<file path="src/rtl/pc_stack_unit.sv">
// pc_stack_unit: program counter with binary/MFSR sequencing and a circular return-address stack
module pc_stack_unit #(
  parameter int               WIDTH     = 10,
  parameter int               DEPTH     = 4,
  parameter logic [WIDTH-1:0] RESET_ADR = '0,
  parameter int               USEMFSR   = 0
) (
  input  logic             clock,
  input  logic             reset,
  input  logic             enable,
  input  logic             load,
  input  logic             call,
  input  logic             ret,
  input  logic [WIDTH-1:0] data,
  output logic [WIDTH-1:0] pc,
  output logic             empty,
  output logic             full,
  output logic             overflow,
  output logic             underflow
);
  localparam int PW = DEPTH > 1 ? $clog2(DEPTH) : 1;
  localparam int LW = $clog2(DEPTH + 1);
  localparam logic [31:0] TAPS32 = WIDTH == 8  ? 32'h0000_00B8 :
                                   WIDTH == 10 ? 32'h0000_0240 :
                                   WIDTH == 12 ? 32'h0000_0829 :
                                   WIDTH == 16 ? 32'h0000_D008 : 32'h0;
  localparam logic [WIDTH-1:0] TAPS = WIDTH'(TAPS32);
  if (USEMFSR != 0 && TAPS32 == 32'h0) begin : g_bad_width
    $error("pc_stack_unit: USEMFSR requires WIDTH of 8, 10, 12 or 16");
  end
  logic [WIDTH-1:0] stk [DEPTH];
  logic [PW-1:0]    tp, tp_inc, tp_dec;
  logic [LW-1:0]    lvl;
  logic [WIDTH-1:0] nxt, pc_n;
  logic             do_ret, do_call, do_load;
  assign empty = lvl == '0;
  assign full  = lvl == LW'(DEPTH);
  // resolve ret > call > load > increment and the circular pointer neighbours
  always_comb begin
    do_ret  = enable & ret;
    do_call = enable & ~ret & call;
    do_load = enable & ~ret & ~call & load;
    nxt     = (USEMFSR != 0) ? {pc[WIDTH-2:0], ~^(pc & TAPS)} : pc + WIDTH'(1);
    tp_inc  = (tp == PW'(DEPTH - 1)) ? '0 : tp + PW'(1);
    tp_dec  = (tp == '0) ? PW'(DEPTH - 1) : tp - PW'(1);
    pc_n    = (do_ret & ~empty) ? stk[tp] : (do_call | do_load) ? data : enable ? nxt : pc;
  end
  // pc, stack pointer, saturating level and sticky error flags
  always_ff @(posedge clock) begin
    if (reset) begin
      pc        <= RESET_ADR;
      tp        <= '0;
      lvl       <= '0;
      overflow  <= 1'b0;
      underflow <= 1'b0;
    end else begin
      pc <= pc_n;
      if (do_call) begin
        tp       <= tp_inc;
        lvl      <= full ? lvl : lvl + LW'(1);
        overflow <= overflow | full;
      end
      if (do_ret) begin
        tp        <= empty ? tp : tp_dec;
        lvl       <= empty ? lvl : lvl - LW'(1);
        underflow <= underflow | empty;
      end
    end
  end
  // stack entries carry no reset; the level alone says which are valid
  always_ff @(posedge clock) begin
    if (!reset && do_call) stk[tp_inc] <= nxt;
  end
endmodule

</file>
<file path="config.mk">
export PLATFORM = sky130hd
export DESIGN_NAME = pc_stack_unit
export DESIGN_NICKNAME = d
export VERILOG_FILES = /design/src/rtl/pc_stack_unit.sv
export SDC_FILE = /design/constraint.sdc
export NUM_CORES = 1
export LEC_CHECK = 0
export ABC_AREA = 1
export BUFFER_PORTS_ARGS = -buffer_cell sky130_fd_sc_hd__buf_2
export CAP_MARGIN = 15
export CORE_MARGIN = 8
export CORE_UTILIZATION = 40
export DETAILED_ROUTE_END_ITERATION = 16
export PLACE_DENSITY_LB_ADDON = 0.1
export SLEW_MARGIN = 10
export SYNTH_ARGS = -nofsm -noshare
export SYNTH_HDL_FRONTEND = slang
export SYNTH_SLANG_ARGS = --single-unit
</file>
<file path="constraint.sdc">
create_clock -name clock -period 2.32 [get_ports clock]
set_input_delay 0.696 -clock clock [delete_from_list [all_inputs] [get_ports clock]]
set_output_delay 0.696 -clock clock [all_outputs]
set_load 0.02 [all_outputs]
</file>
# Word-level counts from Yosys, hierarchy flattened
# Memories as Yosys holds them, arrays and structs flattened. A register that Yosys moved wholly into a read port is not among the register bits.
# Cells that the tools add are included.
dict set report op_classes {
  eq_ne 4
  n_reduce_logical 8
  bitwise_logic 12
  mux 16
  add_sub_neg 5
}
# op count
set op_table {}
lappend op_table {{10-bit 2-to-1 mux} 3}
lappend op_table {{2-bit 2-to-1 mux} 7}
lappend op_table {{3-bit 2-to-1 mux} 4}
lappend op_table {{10-bit by 1-bit adder with 10-bit output (second input constant)} 1}
lappend op_table {{1-bit AND} 6}
lappend op_table {{3-bit by 1-bit adder with 3-bit output (second input constant)} 1}
lappend op_table {{3-bit == test (second input constant)} 1}
lappend op_table {{3-bit logical NOT} 1}
lappend op_table {{1-bit inverter} 3}
lappend op_table {{1-bit OR} 3}
lappend op_table {{3-bit AND reduction} 1}
lappend op_table {{3-bit nonzero test} 1}
lappend op_table {{3-bit by 1-bit subtractor with 3-bit output (second input constant)} 1}
lappend op_table {{2-bit by 1-bit adder with 2-bit output (second input constant)} 1}
lappend op_table {{2-bit == test (second input constant)} 1}
lappend op_table {{2-bit logical NOT} 1}
lappend op_table {{1-bit 2-to-1 mux} 2}
lappend op_table {{2-bit by 1-bit != test with 1-bit output (second input constant)} 1}
lappend op_table {{2-bit != test (second input constant)} 1}
lappend op_table {{2-bit AND reduction} 1}
lappend op_table {{2-bit nonzero test} 1}
lappend op_table {{2-bit by 1-bit subtractor with 2-bit output (second input constant)} 1}
lappend op_table {{1-bit logical AND} 1}
lappend op_table {{1-bit logical NOT} 1}
dict set report totals {
  memories 1
  reg_bits 17
  input_bits 16
  elab_cells 51
  ram_bits 40
}
# name words width read_ports rd_ports_with_merged_regs wr line
set memory_table {}
lappend memory_table {stk 4 10 1 1 1 31} ;# logic [WIDTH-1:0] stk [DEPTH];

# Logic depth before layout (Yosys ltp)
# Gate-level depths: netlist (run 1).
dict set report logic_depth {
  depth_word 7
  mapped_depth 9
}

# Worst setup path before layout (run 1)
# OpenSTA, ideal clock, no wires.
dict set report synth_timing {
  kind {input -> register}
  startpoint {in enable}
  endpoint {mem stk[1][0] (enable)}
  n_path_buf 0
  stages 6
  path_slack_ns 0.419
  t_arrival_ns 1.524
  setup_ns 0.376
  path_cell_list {inv_2 -> nor2_4 -> nand2_2 -> inv_1 -> nand2_1 -> nor2_1}
}
dict set report synth_between {
  elab_chain_cells 5
}
# item line
set synth_rtl {}
lappend synth_rtl {{from (decl)} 10} ;# input logic enable,
lappend synth_rtl {{1-bit AND (2 in series)} 41} ;# do_call = enable & ~ret & call;
lappend synth_rtl {{1-bit logical AND} 72} ;# if (!reset && do_call) stk[tp_inc] <= nxt;
lappend synth_rtl {{1-bit 2-to-1 mux} 72}
lappend synth_rtl {{1-bit 2-to-1 mux (not written as such)} 72}
lappend synth_rtl {{to (decl)} 31}
# Every way passes these cells.

# Worst setup path after layout (run 1)
dict set report layout_timing {
  startpoint {reg lvl[2]}
  endpoint {out full}
}
dict set report layout_between {
  elab_chain_cells 1
}
# item line
set layout_rtl {}
lappend layout_rtl {{from (decl)} 33} ;# logic [LW-1:0] lvl;
lappend layout_rtl {{from (signal assigned)} 60} ;# lvl <= full ? lvl : lvl + LW'(1);
lappend layout_rtl {{from (signal assigned)} 65} ;# lvl <= empty ? lvl : lvl - LW'(1);
lappend layout_rtl {{3-bit == test} 37} ;# assign full = lvl == LW'(DEPTH);
lappend layout_rtl {{to (decl)} 17} ;# output logic full,
# Every way passes these cells.

==> results.md, run 1 <==
- Status: finished, final reports clean
- Remaining Overflow, GRT: 0
- Largest family of logic cells by synthesized area: simple AND/OR/NAND/NOR gates
- Ratio of cells with drive above 1 in the final layout: 0.173
- Fmax: 492 MHz
- Post-synth top flop: edfxtp_1
- Post-Route Setup TNS: 0 ns
- Simple-gate area share of the yosys netlist: 0.217
- Drt wl/cell: 15.7 um
- Crit path buf inv count: 2
- # rows: 30
- IO Port Bufs: 29
- Leakage Power: 1.44 nW
- Relative slew slack: 0.575
- Final GP Congestion: 0.813
- Synth Area in Adders: 0.0385
- Fin. max-slew vios: 0
- First-pass GRT wire length: 11.9 mm
- CTS sink cnt: 59
- Syn_area_per_cell: 8.87 um^2
- Syn Inst Count: 315
- WS Path Type: reg2out
- CORE AREA: 6790 um^2
- Root Driver: clkbuf_8
- Worst-path clk slew: 0.07 ns
- Antenna diodes: 0
- FFs w/ async S/R, synth: 0
- Netlist cell types: 26
- GR Util All Layers: 0.158
- Hold buffer count at cts: 0
- FF+latch count, synth: 59
- Hold Vio Cnt, Final: 0
- Initial antenna violation count: 0
- 1st-iter DRT viols: 192
- CP cell instances: inv_1 -> nor3_1 -> buf_2
- Maximum clock path buffer count: 2
- Register area share after synthesis: 0.566
- Vias in the first global route: 2,227
- Setup Buffers After CTS: 0
- DIE HEIGHT: 99.6 um
- CP top delay family: simple AND/OR/NAND/NOR gates
- Critical path required time: 1.62 ns
- # H-tree levels: 3
- YS warnings: 0
- CTS buffer count: 9
- Syn Std Cell Area: 2800 um^2
- Routed Antenna Nets: 0
- CTS tree: done
- CP max stage delay: 0.36 ns
- Syn-to-layout area delta: 17.8%
- Slowest-stage cell, CP: nor3_1
- DP Area: 3070 um^2
- Residual DRC: 0
- Starting Density: 0.411
- Worst-Skew Late Latency: 0.34 ns
- Vias/cell: 4.80
- PnR worst setup slack: 0.287 ns
- # IOs: 30
- Post-synth EDFFs: 40
- CP max FO: 4
- Startpoint class of the critical path: register
- Final Skew: 0.00828 ns
- Detailed Route WL: 7.14 mm
- PwrDens: 787 nW/um^2
- Pre-Repair DR Iteration Count: 4
- Final min period: 2.03 ns
- Nets: 378
- RSZ-0062 raised after global routing: false
- Switch share: 0.265
- Non-Filler Cell Area, Final: 3290 um^2
- Xor-xnor portion of the synthesized cell area: 0.00940
- Combinational share of power: 0.132
- Worst slack at placement: 0.387 ns
- Via count: 2,185
- Post-DP HPWL: 5.22 mm
- Die Wd: 99.6 um
- Share of power burned in registers: 0.465
- Crit path launch: lvl[2]$_SDFFE_PP0P_
- Worst hold path startpoint: lvl[0]$_SDFFE_PP0P_
- Crit path DAT: 1.34 ns
- Worst hold path class: reg2reg
- Final setup viols: 0
- CP endpoint kind: output port
- Internal power: 0.00190 W
- Slew @ Worst Pin: 0.638 ns
- Compound-Gate Fraction of Synth Area: 0.107
- Max_cap viols: 0
- Most frequent cells in the layout: nand2_1 (70), nor2_1 (49), edfxtp_1 (40)
- Sw power: 0.000687 W
- Final period utilization: 0.876
- Clock Power Share: 0.403
- Cts repair resizes: 0
- Largest net degree at the start of global routing: 21
- Mux cell area share after synthesis: 0
- Peak VDD IR: 0.000290 V
- Worst hold slack: 0.482 ns
- Commonest non-fill, non-tap cell in the layout: nand2_1
- Syn Nets: 339
- Die ar.: 9920 um^2
==> registers in the layout (all words and copies together) (netlist names), named ones only <==
signal     flops
tp             2
pc            10
overflow       1
underflow      1
lvl            3
stk           40
==> area by class of cell <==
cell class,count,area (um^2)
sequential,59,1580
timing repair buffer,37,205
fill,672,3500
clock inverter,5,77.6
multi-input combinational,213,1040
clock buffer,11,141
inverter,34,128
tap,96,120
==> power groups by stage <==
stage	clock network, W	logic, W	registers, W
6_report	0.00104	0.000343	0.00120
5_1_grt	0.00111	0.000388	0.00121
4_1_cts	0.00106	0.000346	0.00120
3_5_place_dp	0	0.000345	0.00123
3_3_place_gp	0	0.000347	0.00123
2_1_floorplan	0	0.000209	0.00123
==> final timing paths <==
| path | endpoint | slack [ns] | depth (start not counted) |
|---|---|---|---|
| hold / removal | lvl[0]$_SDFFE_PP0P_ | 0.48 | 1 |
| setup reg to reg | pc[3]$_SDFFE_PP0P_ | 0.70 | 8 |
| hold reg to reg | lvl[0]$_SDFFE_PP0P_ | 0.48 | 1 |
| setup / recovery | full | 0.29 | 3 |
==> logic make-up after synthesis <==
kind of cell,Yosys count
xor gates and xnor gates,3
and+or+nand+nor,147
buffers and inverters,43
adders and majority gates,8
AOI/OAI and AO/OA,55
DFF,59
==> metal layers <==
metal  share of wire  GRT usage
met1            0.48      0.208
met2            0.43      0.230
met3           0.061     0.0510
met4           0.032     0.0710
met5               0          0
==> through the flow <==
step	util	instances	total power [W]
global placement	0.452	439	0.00157
floorplan	-	315	0.00144
finish	0.485	455	0.00259
CTS	0.485	455	0.00261
global route	0.485	455	0.00270
detailed placement	0.452	439	0.00157
==> synthesized netlist by cell type, types with 2 or more instances <==
cell | count | area (um^2)
dfxtp_1 | 19 | 380
o21a_1 | 2 | 15.0
nand4_1 | 2 | 12.5
nand2_1 | 70 | 263
clkbuf_1 | 5 | 18.8
a31oi_1 | 5 | 31.3
ha_1 | 7 | 87.6
edfxtp_1 | 40 | 1200
o21ai_0 | 28 | 140
inv_2 | 3 | 11.3
o21ai_2 | 3 | 26.3
xor2_1 | 3 | 26.3
nor2_1 | 49 | 184
a21oi_1 | 17 | 85.1
nand2_2 | 2 | 12.5
inv_1 | 30 | 113
nand3_1 | 20 | 100
buf_2 | 2 | 10.0
==> worst reg2reg max path: stages, from the launching register on <==
cell,delay (ns)
dfxtp_1,0.58
clkinv_1,0.36
nor2_1,0.18
o21ai_0,0.09
nand2_1,0.11
nand2_1,0.07
nand2_1,0.07
nor2_1,0.04
nor2_1,0.07
No activity file was read; power rests on OpenSTA's default activity.
==> run 2, diff against run 1 <==
- CAP_MARGIN: 15 -> unset
- CORE_MARGIN: 8 -> unset
==> run 2 against run 1 <==
  * Clock power decreased by 10%
  * Largest cell class unchanged
  * Count of clock-buffer cells in the layout decreased by 2
  * Combinational power increased by 1%
  * Clock skew increased by 0.00056 ns
  * Utilization decreased by 0.19 points
==> results.md, run 2 (same netlist as run 1, synthesis figures left out) <==
- Residual DRC: 0
- Switch share: 0.284
- Max_cap viols: 0
- CP max FO: 4
- WS Path Type: reg2out
- CTS buffer count: 9
- PnR worst setup slack: 0.311 ns
- GR Util All Layers: 0.207
- Remaining Overflow, GRT: 0
- Cts repair resizes: 0
- Worst r2r dst: stk[3][8]$_DFFE_PP_
- IO Port Bufs: 29
- Crit path launch: lvl[0]$_SDFFE_PP0P_
- Max reg flops: 40
- Hold buffer count at cts: 0
- Ratio of cells with drive above 1 in the final layout: 0.178
- Largest net degree at the start of global routing: 21
- 1st-iter DRT viols: 162
- RSZ-0062 raised after global routing: false
- Share of power burned in registers: 0.484
- Vias/cell: 5.02
- Largest regs: stk x40, pc x10, lvl x3
- Final GP Congestion: 0.799
- Maximum clock path buffer count: 2
- # H-tree levels: 3
- Critical path required time: 1.62 ns
- Combinational share of power: 0.140
- Clock Power Share: 0.376
- CTS sink cnt: 59
- Crit path capture: full
- Syn-to-layout area delta: 16.7%
- Relative slew slack: 0.580
- First-pass GRT wire length: 11.2 mm
- CP endpoint kind: output port
- Antenna diodes: 0
- Detailed Route WL: 6.87 mm
- Reg2reg start: pc[0]$_SDFFE_PP0P_
- Final setup viols: 0
- # rows: 30
- Reg2Reg Depth: 6
- Routed Antenna Nets: 0
- Via count: 2,207
- Sw power: 0.000703 W
- Placed Cells: 424
- Final Instance Count excl. Fillers: 440
- Drt wl/cell: 15.6 um
- Most frequent cells in the layout: nand2_1 (70), nor2_1 (49), edfxtp_1 (40)
- Vias in the first global route: 2,179
- Non-Filler Cell Area, Final: 3260 um^2
- Final min period: 2.01 ns
- CTS tree: done
- Setup Buffers After CTS: 0
- Slew @ Worst Pin: 0.630 ns
- Initial antenna violation count: 0
- Nets: 379
- Final Skew: 0.00884 ns
- Hold Vio Cnt, Final: 0
- Worst slack at placement: 0.172 ns
- Startpoint class of the critical path: register
- Worst hold path class: reg2reg
- Status: finished, final reports clean
- # IOs: 30
- Crit path DAT: 1.31 ns
- Worst-path clk slew: 0.07 ns
- Die Wd: 85.6 um
- CP cell instances: nor3_1 -> buf_2
- Worst-Skew Late Latency: 0.34 ns
- Fill count: 683
- Post-DP HPWL: 4.86 mm
- PwrDens: 760 nW/um^2
- Fin. max-slew vios: 0
- Pre-Repair DR Iteration Count: 4
- Fmax: 498 MHz
- CORE AREA: 6760 um^2
- Peak VDD IR: 0.000407 V
- Root Driver: clkbuf_8
- Leakage Power: 1.44 nW
- Commonest non-fill, non-tap cell in the layout: nand2_1
- Die ar.: 7330 um^2
- CP max stage delay: 0.40 ns
- Internal power: 0.00178 W
- Final period utilization: 0.866
- DIE HEIGHT: 85.6 um
- R2R Setup Slk: 0.66 ns
- Largest Register: stk
- Starting Density: 0.414
- Post-Route Setup TNS: 0 ns
- Slowest-stage cell, CP: nor3_1
- DP Area: 3060 um^2
run 2: cell types whose count changed in the layout (fill, tap and decap cells not counted):
cell / delta
buf_4: +1
bufinv_16: -1
clkbuf_1: -1
clkbuf_8: -1
clkinv_2: -1
clkinv_4: +2
clkinvlp_4: +1
inv_6: +1
run 2: worst min-delay path by stage:
stage	startpoint	endpoint	depth (start not counted)
3_5_place_dp	underflow$_SDFFE_PP0P_	underflow$_SDFFE_PP0P_	1
3_3_place_gp	underflow$_SDFFE_PP0P_	underflow$_SDFFE_PP0P_	1
2_1_floorplan	lvl[0]$_SDFFE_PP0P_	lvl[0]$_SDFFE_PP0P_	1
5_1_grt	underflow$_SDFFE_PP0P_	underflow$_SDFFE_PP0P_	1
6_report	underflow$_SDFFE_PP0P_	underflow$_SDFFE_PP0P_	1
4_1_cts	underflow$_SDFFE_PP0P_	underflow$_SDFFE_PP0P_	1
run 2: critical path: cells and delay by family, from the launching register on:
kind | cells | cell delay [ns]
AND/OR/NAND/NOR | 1 | 0.40
flip-flops | 1 | 0.33
buffers and inverters | 1 | 0.25
run 2: layer usage:
metal | up-vias | share of wire | track usage
met5 | - | 0 | 0
met4 | 0 | 0.014 | 0.0652
met3 | 9 | 0.046 | 0.0597
met2 | 62 | 0.45 | 0.321
met1 | 1014 | 0.49 | 0.282
li1 | 1122 | - | -
run 2: area by class of cell:
type	instances	area [um^2]	share of cell area
flip-flops and latches	59	1580	0.485
multi-input cells	213	1040	0.318
repair buffers	38	213	0.0652
inverters	34	128	0.0391
clock inverters	7	76.3	0.0234
clock buffers	9	124	0.0380
well taps	80	100	0.0307
run 2: power groups by stage:
stage | Clock, W | Combinational (W) | Sequential [W]
2_1_floorplan | 0 | 0.000209 | 0.00123
3_3_place_gp | 0 | 0.000346 | 0.00122
3_5_place_dp | 0 | 0.000344 | 0.00122
4_1_cts | 0.000955 | 0.000346 | 0.00120
5_1_grt | 0.000998 | 0.000390 | 0.00121
6_report | 0.000932 | 0.000347 | 0.00120
run 2: through the flow:
step	hold slack [ns]	utilization	power, W
2_1_floorplan	0.444	-	0.00144
6_report	0.466	0.483	0.00248
3_3_place_gp	0.450	0.453	0.00157
5_1_grt	0.491	0.483	0.00259
4_1_cts	0.475	0.483	0.00250
3_5_place_dp	0.455	0.453	0.00157
==> run 3, diff against run 2 <==
- clock period: 2.32 -> 2.3 ns (I/O delays scaled with it)
==> run 3 against run 2 <==
  * Critical path depth unchanged
  * Die area stayed put
  * Wire length is 0.79% higher
  * Worst hold slack better by 0.0040 ns
  * Register-to-register slack improved by 0.05 ns
  * Total power grew 4.1%
  * Largest cell class unchanged
==> results.md, run 3 (same netlist as run 1, synthesis figures left out) <==
- Setup Buffers After CTS: 0
- Final Instance Count excl. Fillers: 440
- Worst hold slack: 0.469 ns
- # IOs: 30
- Most frequent cells in the layout: nand2_1 (70), nor2_1 (49), edfxtp_1 (40)
- CP cell instances: nor3_1 -> buf_2
- Starting Density: 0.414
- CORE AREA: 6760 um^2
- # rows: 30
- Final GP Congestion: 0.799
- Routed Antenna Nets: 0
- Crit path DAT: 1.31 ns
- Peak VDD IR: 0.000339 V
- Maximum clock path buffer count: 2
- Relative slew slack: 0.601
- Placed Cells: 424
- Post-DP HPWL: 4.92 mm
- CTS buffer count: 9
- Residual DRC: 0
- Metal2 WL: 3.01 mm
- Worst-Skew Late Latency: 0.34 ns
- Vias/cell: 5.00
- PwrDens: 789 nW/um^2
- CP max stage delay: 0.40 ns
- Slowest-stage cell, CP: nor3_1
- Root Driver: clkbuf_8
- Post-Route Setup TNS: 0 ns
- Max_cap viols: 0
- Final Skew: 0.00986 ns
- Antenna diodes: 0
- Slew @ Worst Pin: 0.598 ns
- Largest regs: stk x40, pc x10, lvl x3
- Top Metal Used: met4
- IO Port Bufs: 29
- Startpoint class of the critical path: register
- Worst-path clk slew: 0.06 ns
- Die ar.: 7330 um^2
- CP max FO: 4
- DP Area: 3060 um^2
- Largest Register: stk
- Detailed Route WL: 6.92 mm
- Nets: 379
- Hold Vio Cnt, Final: 0
- Final Total Pwr: 0.00258 W
- Remaining Overflow, GRT: 0
- Commonest non-fill, non-tap cell in the layout: nand2_1
- Critical path required time: 1.61 ns
- Final min period: 2.00 ns
- GR Util All Layers: 0.209
- Pre-Repair DR Iteration Count: 6
- First-pass GRT wire length: 11.2 mm
- Final setup viols: 0
- Largest net degree at the start of global routing: 21
- Via count: 2,202
- CTS tree: done
- DIE HEIGHT: 85.6 um
- Vias in the first global route: 2,174
- # H-tree levels: 3
- Ratio of cells with drive above 1 in the final layout: 0.169
- RSZ-0062 raised after global routing: false
- 1st-iter DRT viols: 127
- Metal3 WL: 351 um
- Die Wd: 85.6 um
- Leakage Power: 1.45 nW
- Reg2Reg Depth: 9
- Initial antenna violation count: 0
- Drt wl/cell: 15.7 um
- WHS Path Cells: 1
- Cts repair resizes: 0
- CP endpoint kind: output port
- Non-Filler Cell Area, Final: 3270 um^2
- Worst hold path class: reg2reg
- CTS sink cnt: 59
- Syn-to-layout area delta: 17.0%
- M1 wire length: 3.37 mm
- WS Path Type: reg2out
- Max reg flops: 40
- Fmax: 500 MHz
- Status: finished, final reports clean
- Fin. max-slew vios: 0
- Final period utilization: 0.869
- Hold buffer count at cts: 0
-- run 3: cell types whose count changed in the layout (fill, tap and decap cells not counted) --
cell / before / now
bufinv_16: 1 / 2
clkinv_1: 1 / 2
clkbuf_1: 0 / 2
clkinvlp_4: 2 / 0
clkinv_4: 2 / 1
inv_6: 1 / 0
-- run 3: final cells by class --
| cell class | instances | area [um^2] |
|---|---|---|
| inverter | 34 | 128 |
| tap | 80 | 100 |
| timing repair buffer | 38 | 213 |
| sequential | 59 | 1580 |
| multi-input combinational | 213 | 1040 |
| fill | 681 | 3490 |
| clock inverter | 5 | 77.6 |
| clock buffer | 11 | 131 |
-- run 3: path summary, 6_finish.rpt --
kind / to / startpoint / slack (ns)
setup / recovery: full / lvl[0]$_SDFFE_PP0P_ / 0.30
hold / removal: underflow$_SDFFE_PP0P_ / underflow$_SDFFE_PP0P_ / 0.47
setup reg to reg: pc[4]$_SDFFE_PP0P_ / pc[0]$_SDFFE_PP0P_ / 0.71
hold reg to reg: underflow$_SDFFE_PP0P_ / underflow$_SDFFE_PP0P_ / 0.47
-- run 3: layer usage --
metal  vias to the layer above  GRT usage
met5                         -          0
met4                         0      0.109
met3                        14     0.0385
met2                        66      0.314
met1                      1006      0.290
li1                       1116          -
-- run 3: worst max-delay path: cells and delay by family, from the launching register on --
family                 cells  cell delay [ns]
buffers and inverters      1             0.25
flip-flops                 1             0.33
AND/OR/NAND/NOR            1             0.40
-- run 3: per-stage QoR --
| step | setup slack [ns] | utilization |
|---|---|---|
| global route | 0.249 | 0.484 |
| floorplan | 0.405 | - |
| finish | 0.302 | 0.484 |
| CTS | 0.292 | 0.484 |
| global placement | 0.205 | 0.453 |
| detailed placement | 0.168 | 0.453 |
-- run 3: where the power goes --
group	switching [W]	internal (W)
clock network	0.000413	0.000607
logic	0.000239	0.000110
registers	0.0000333	0.00118
